--- src/rtl/wb_daq_pkg.sv ---
// Shared definitions for the DAQ playback disaggregator: FSM encodings,
// legal sample widths, lane-count helper and underrun counter width.
package wb_daq_pkg;

    localparam int UNDERRUN_W = 16;

    localparam logic [1:0] ST_IDLE  = 2'd0;
    localparam logic [1:0] ST_FETCH = 2'd1;
    localparam logic [1:0] ST_WAIT  = 2'd2;
    localparam logic [1:0] ST_SERVE = 2'd3;

    localparam int ADC_DW_8  = 8;
    localparam int ADC_DW_16 = 16;
    localparam int ADC_DW_32 = 32;

    function automatic bit is_legal_adc_dw(input int w);
        return (w == ADC_DW_8) || (w == ADC_DW_16) || (w == ADC_DW_32);
    endfunction

    function automatic int lanes_of(input int word_w, input int sample_w);
        return word_w / sample_w;
    endfunction

endpackage

--- src/rtl/wb_daq_word_buffer.sv ---
// dw-bit word holding register with load, clear and a valid flag.
// Clear wins over load so a flush can never be overridden by a capture.
module wb_daq_word_buffer #(
    parameter int dw = 32
) (
    input  logic          wb_clk,
    input  logic          wb_rst,
    input  logic          load,
    input  logic          clear,
    input  logic [dw-1:0] data_in,
    output logic [dw-1:0] data_out,
    output logic          valid
);

    // Hold the word and its valid flag until cleared or reloaded.
    always_ff @(posedge wb_clk or posedge wb_rst) begin
        if (wb_rst) begin
            data_out <= '0;
            valid    <= 1'b0;
        end else if (clear) begin
            valid    <= 1'b0;
        end else if (load) begin
            data_out <= data_in;
            valid    <= 1'b1;
        end
    end

endmodule

--- src/rtl/wb_daq_data_disaggregation.sv ---
// Playback disaggregator: pops dw-bit words from the playback FIFO and
// hands them to the DAC one adc_dw-bit lane per sample_req, lane 0 first.
// Optional build macro WB_DAQ_DISAGG_PREFETCH_EN adds a next-word buffer
// so the FIFO is read ahead and back-to-back requests never starve.
//
// state | meaning
// IDLE  | disabled / flushed, waiting for enable
// FETCH | no word held, pop FIFO when it is non-empty
// WAIT  | pop outstanding, capture FIFO read data this cycle
// SERVE | current word valid, one lane per request
module wb_daq_data_disaggregation
    import wb_daq_pkg::*;
#(
    parameter int dw     = 32,
    parameter int adc_dw = 8
) (
    input  logic                  wb_clk,
    input  logic                  wb_rst,
    input  logic                  enable,
    input  logic                  fifo_empty,
    input  logic [dw-1:0]         fifo_data_in,
    output logic                  fifo_pop,
    input  logic                  sample_req,
    output logic [adc_dw-1:0]     dac_data_out,
    output logic                  dac_data_valid,
    output logic                  underrun,
    output logic [UNDERRUN_W-1:0] underrun_count
);

    localparam int LANES = lanes_of(dw, adc_dw);
    localparam int IDX_W = (LANES > 1) ? $clog2(LANES) : 1;
    localparam logic [IDX_W-1:0] LAST_IDX = IDX_W'(LANES - 1);

    logic [1:0]        state;
    logic [IDX_W-1:0]  idx;
    logic              cur_load, cur_clear, cur_valid;
    logic [dw-1:0]     cur_din, cur_data;
    logic [adc_dw-1:0] lane_sel;
    logic              req_ok, consume, last;

    assign req_ok  = enable && sample_req;
    assign consume = req_ok && cur_valid;
    assign last    = consume && (idx == LAST_IDX);

    wb_daq_word_buffer #(.dw(dw)) u_cur_buf (
        .wb_clk   (wb_clk),
        .wb_rst   (wb_rst),
        .load     (cur_load),
        .clear    (cur_clear),
        .data_in  (cur_din),
        .data_out (cur_data),
        .valid    (cur_valid)
    );

`ifdef WB_DAQ_DISAGG_PREFETCH_EN
    logic          nxt_load, nxt_clear, nxt_valid;
    logic [dw-1:0] nxt_data;
    logic          pop_q;

    wb_daq_word_buffer #(.dw(dw)) u_nxt_buf (
        .wb_clk   (wb_clk),
        .wb_rst   (wb_rst),
        .load     (nxt_load),
        .clear    (nxt_clear),
        .data_in  (fifo_data_in),
        .data_out (nxt_data),
        .valid    (nxt_valid)
    );

    // Read ahead while serving; pop_q blocks a second pop while one is returning.
    assign fifo_pop = enable && !fifo_empty &&
                      ((state == ST_FETCH) ||
                       ((state == ST_SERVE) && cur_valid && !nxt_valid && !pop_q));

    // Remember that FIFO read data arrives this cycle.
    always_ff @(posedge wb_clk or posedge wb_rst) begin
        if (wb_rst)
            pop_q <= 1'b0;
        else
            pop_q <= fifo_pop;
    end
`else
    assign fifo_pop = enable && !fifo_empty && (state == ST_FETCH);
`endif

    // Buffer load/clear steering: flush, first capture, end-of-word refill.
    always_comb begin
        cur_load  = 1'b0;
        cur_clear = 1'b0;
        cur_din   = fifo_data_in;
`ifdef WB_DAQ_DISAGG_PREFETCH_EN
        nxt_load  = 1'b0;
        nxt_clear = 1'b0;
        if (!enable) begin
            cur_clear = 1'b1;
            nxt_clear = 1'b1;
        end else if (state == ST_WAIT) begin
            cur_load = 1'b1;
        end else if (last) begin
            // Promote the next word (or the word arriving now) without a gap.
            if (nxt_valid) begin
                cur_din   = nxt_data;
                cur_load  = 1'b1;
                nxt_clear = 1'b1;
            end else if (pop_q) begin
                cur_load = 1'b1;
            end else begin
                cur_clear = 1'b1;
            end
        end else if ((state == ST_SERVE) && pop_q) begin
            nxt_load = 1'b1;
        end
`else
        if (!enable)
            cur_clear = 1'b1;
        else if (state == ST_WAIT)
            cur_load = 1'b1;
        else if (last)
            cur_clear = 1'b1;
`endif
    end

    // Select the lane addressed by idx from the current word.
    always_comb begin
        lane_sel = cur_data[adc_dw-1:0];
        for (int l = 0; l < LANES; l++) begin
            if (idx == IDX_W'(l))
                lane_sel = cur_data[l*adc_dw +: adc_dw];
        end
    end

    // Sequencing FSM and lane index; enable low flushes to IDLE.
    always_ff @(posedge wb_clk or posedge wb_rst) begin
        if (wb_rst) begin
            state <= ST_IDLE;
            idx   <= '0;
        end else if (!enable) begin
            state <= ST_IDLE;
            idx   <= '0;
        end else begin
            case (state)
                ST_IDLE:  state <= ST_FETCH;
                ST_FETCH: if (fifo_pop) state <= ST_WAIT;
                ST_WAIT: begin
                    state <= ST_SERVE;
                    idx   <= '0;
                end
                ST_SERVE: begin
                    if (last) begin
                        idx <= '0;
`ifdef WB_DAQ_DISAGG_PREFETCH_EN
                        if (!nxt_valid && !pop_q)
                            state <= fifo_pop ? ST_WAIT : ST_FETCH;
`else
                        state <= ST_FETCH;
`endif
                    end else if (consume) begin
                        idx <= idx + 1'b1;
                    end
                end
                default: state <= ST_IDLE;
            endcase
        end
    end

    // Sample output, valid/underrun pulses and saturating underrun counter.
    always_ff @(posedge wb_clk or posedge wb_rst) begin
        if (wb_rst) begin
            dac_data_out   <= '0;
            dac_data_valid <= 1'b0;
            underrun       <= 1'b0;
            underrun_count <= '0;
        end else begin
            dac_data_valid <= 1'b0;
            underrun       <= 1'b0;
            if (consume) begin
                dac_data_out   <= lane_sel;
                dac_data_valid <= 1'b1;
            end else if (req_ok) begin
                underrun <= 1'b1;
                if (underrun_count != '1)
                    underrun_count <= underrun_count + 1'b1;
            end
        end
    end

endmodule

--- config.mk ---
export PLATFORM = sky130hd
export DESIGN_NAME = wb_daq_data_disaggregation
export DESIGN_NICKNAME = d
export VERILOG_FILES = /design/src/rtl/wb_daq_pkg.sv /design/src/rtl/wb_daq_word_buffer.sv /design/src/rtl/wb_daq_data_disaggregation.sv
export SDC_FILE = /design/constraint.sdc
export NUM_CORES = 1
export LEC_CHECK = 0
export ABC_AREA = 1
export BUFFER_PORTS_ARGS = -buffer_cell sky130_fd_sc_hd__buf_2
export CAP_MARGIN = 20
export CORE_MARGIN = 8
export CORE_UTILIZATION = 50
export CTS_BUF_LIST = sky130_fd_sc_hd__clkbuf_16
export CTS_CLUSTER_DIAMETER = 120
export DETAILED_ROUTE_END_ITERATION = 6
export PLACE_DENSITY = 0.79
export SKIP_CTS_REPAIR_TIMING = 1
export SLEW_MARGIN = 5
export SYNTH_ARGS = -nofsm -noshare
export SYNTH_HDL_FRONTEND = slang
export SYNTH_HIERARCHICAL = 1
export SYNTH_SLANG_ARGS = --single-unit
--- constraint.sdc ---
create_clock -name wb_clk -period 1.5 [get_ports wb_clk]
set_clock_uncertainty 0.2 [all_clocks]
set_input_delay 0.3 -clock wb_clk [delete_from_list [all_inputs] [get_ports wb_clk]]
set_output_delay 0.3 -clock wb_clk [all_outputs]
set_load 0.03 [all_outputs]
==> flow_summary.json <==
{
  "status": "complete, but fails checks",
  "violations": "negative setup slack",
  "clockBufferDepth": 2,
  "antenna_cells": 0,
  "io_buffers": 63,
  "final_cell_mix": "nand2_1 (129), buf_2 (54), dfrtp_1 (51)",
  "fp.dieH_um": 97.3,
  "worst_slack_ns": -0.342,
  "start_kind": "register",
  "hold_viol_final": 0,
  "cap_violations": 0,
  "final_core_util": 0.780,
  "yosysWarningCount": 6,
  "leakage_nw": 2.59,
  "synth_cell_type_count": 28,
  "period_needed_ns": 1.84,
  "p_int_w": 0.00477,
  "grt_pass1_vias": 3125,
  "wl_per_cell_um": 19.2,
  "firstDrtPassIters": 5,
  "synth_edf_count": 0,
  "routed_wl_mm": 11.7,
  "syn_avg_cell_area_um2": 8.01,
  "hpwl_mm": 6.09,
  "cts_sinks": 63,
  "synth_cells": 413,
  "routabilityCongestion": 0.882,
  "ys_ff_latch": 63,
  "layout_commonest_cell": "nand2_1",
  "root_buffer": "clkbuf_16",
  "setup_tns_ns": -10.02,
  "fin_nets": 575,
  "synth_flop_cell": "dfrtp_1",
  "hp-class": "in2reg",
  "critPathMaxFanout": 8,
  "power_frac_seq": 0.375,
  "yosysTopAreaCell": "dfrtp_1",
  "critPathArrivalTime_ns": 1.85,
  "drt_iter0_drc": 339,
  "ys_seq_area_frac": 0.477,
  "p_comb_frac": 0.370,
  "cts_tree": "done",
  "netSwitchingFraction": 0.387,
  "clkPwrFrac": 0.255,
  "synthTopCellsByArea": "dfrtp_1 (48%), nand2_1 (18%), nand3_1 (8.3%), inv_1 (3.9%), ha_1 (2.6%)",
  "cp.required_ns": 1.50,
  "grt_usage": 0.187,
  "core-area_um2": 6390,
  "path_class": "reg2reg",
  "htree_num_levels": 3,
  "p_switching_w": 0.00301,
  "avgViaCountPerCell": 5.88,
  "syn_area_um2": 3310,
  "start_util": 0.518,
  "grt_pass1_wl_mm": 14.6,
  "ant_nets": 0,
  "end_kind": "register",
  "area_growth_pct": 50.5,
  "cts.clk_slew.worst_paths_ns": 0.06,
  "irDropWorstVdd_v": 0.000999,
  "antenna_found_initial": 0,
  "slew_headroom": 0.706,
  "io_pins": 64,
  "setup_viol": 59,
  "clock_latency_ns": 0.33,
  "drcViolationCount": 0,
  "rsz0062_at_grt": "true",
  "layout_worst_path_cycle_share": 1.23,
  "vias": 3602,
  "slew_violations": 0,
  "worstMarginPinSlew_ns": 0.441,
  "syn-num-nets": 457,
  "power.density_nw_per_um2": 1560,
  "grt_overflow": 0,
  "cts_buffers": 9,
  "clock.fmax_mhz": 543,
  "yosysTopAreaCellShare": 0.477,
  "drive_above_1_share": 0.448,
  "die_area_um2": 9480,
  "grt_max_degree": 34,
  "die_w_um": 97.3,
  "async_reset_ff_frac": 1.00,
  "fp-row-count": 29
}
[path summary, 6_finish.rpt]
| check | slack (ns) | end | from | depth (start not counted) |
|---|---|---|---|---|
| worst max-delay path | -0.34 | u_cur_buf/data_out[3] | state[1] | 7 |
| worst max register to register | -0.34 | u_cur_buf/data_out[3] | state[1] | 7 |
| worst min register to register | 0.28 | u_cur_buf/data_out[0] | u_cur_buf/data_out[0] | 2 |
| worst min-delay path | 0.001 | u_cur_buf/data_out[11] | fifo_data_in[11] | 3 |
| min in group asynchronous | 0.43 | u_cur_buf/valid | wb_rst | 4 |
| max in group asynchronous | 0.33 | underrun_count[2] | wb_rst | 4 |
[area by class of cell]
type                       count  area [um^2]
clock buffer                   9          225
fill                         332         1410
sequential                    63         1590
timing repair buffer         121          968
inverter                      36          161
multi-input combinational    300         1880
clock inverter                 7         57.6
tap                           77         96.3
[synth_stat cells (2+ instances only)]
| cell | count |
|---|---|
| o21ai_0 | 4 |
| nand2_2 | 2 |
| nand4_1 | 6 |
| o21ai_1 | 2 |
| a21oi_1 | 9 |
| nand3_1 | 55 |
| buf_6 | 4 |
| o21ai_2 | 3 |
| dfrtp_1 | 63 |
| buf_4 | 6 |
| inv_1 | 34 |
| nand2_4 | 3 |
| nand3_4 | 2 |
| o211ai_1 | 8 |
| or2_2 | 2 |
| ha_1 | 7 |
| buf_2 | 6 |
| a2bb2oi_1 | 8 |
| xor2_1 | 2 |
| nor3_1 | 4 |
| nand2_1 | 156 |
| xnor2_1 | 3 |
| nor2_1 | 18 |
| nor2_2 | 2 |
[metrics by stage]
step / total power (W) / cells / setup slack (ns) / cell area [um^2] / hold WS (ns)
global route: 0.00812 / 613 / -0.361 / 4980 / 0.00553
detailed placement: 0.00502 / 577 / -0.154 / 4000 / 0.223
global placement: 0.00492 / 577 / -0.0874 / 4000 / 0.206
finish: 0.00778 / 613 / -0.342 / 4980 / 0.00135
CTS: 0.00702 / 593 / -0.370 / 4280 / -0.124
floorplan: 0.00424 / 413 / -0.148 / 3390 / 0.190
[metal layers]
| metal | global-route usage | part of all wire | routed length (um) |
|---|---|---|---|
| met1 | 0.233 | 0.38 | 4520 |
| met4 | 0.0828 | 0.056 | 663 |
| met2 | 0.295 | 0.47 | 5480 |
| met3 | 0.0533 | 0.092 | 1090 |
| met5 | 0 | 0 | 0 |
[power by group through the flow]
stage / clock network [W] / logic [W] / registers [W]
CTS: 0.00198 / 0.00223 / 0.00281
detailed placement: 0 / 0.00221 / 0.00281
global route: 0.00207 / 0.00308 / 0.00297
global placement: 0 / 0.00210 / 0.00281
finish: 0.00198 / 0.00288 / 0.00292
floorplan: 0 / 0.00115 / 0.00308
[kinds of logic after synthesis]
logic type / share of synthesized area
buffers and inverters: 0.0779
xor gates and xnor gates: 0.0132
DFF: 0.477
and+or+nand+nor: 0.336
AOI/OAI and AO/OA: 0.0700
adders and majority gates: 0.0265
[worst max-delay path: stages (launching register included)]
cell and delay [ns]:
dfrtp_1 0.40, buf_4 0.17, ha_4 0.18, o21ai_4 0.15
clkinv_4 0.19, clkbuf_16 0.22, nand3_1 0.11, nand2_1 0.10
[sequential cells by signal (all words and copies together) (netlist names)]
| register | flops |
|---|---|
| dac_data_out | 8 |
| dac_data_valid | 1 |
| idx | 2 |
| state | 2 |
| u_cur_buf/data_out | 32 |
| u_cur_buf/valid | 1 |
| underrun | 1 |
| underrun_count | 16 |
(Power assumes the default switching activity.)
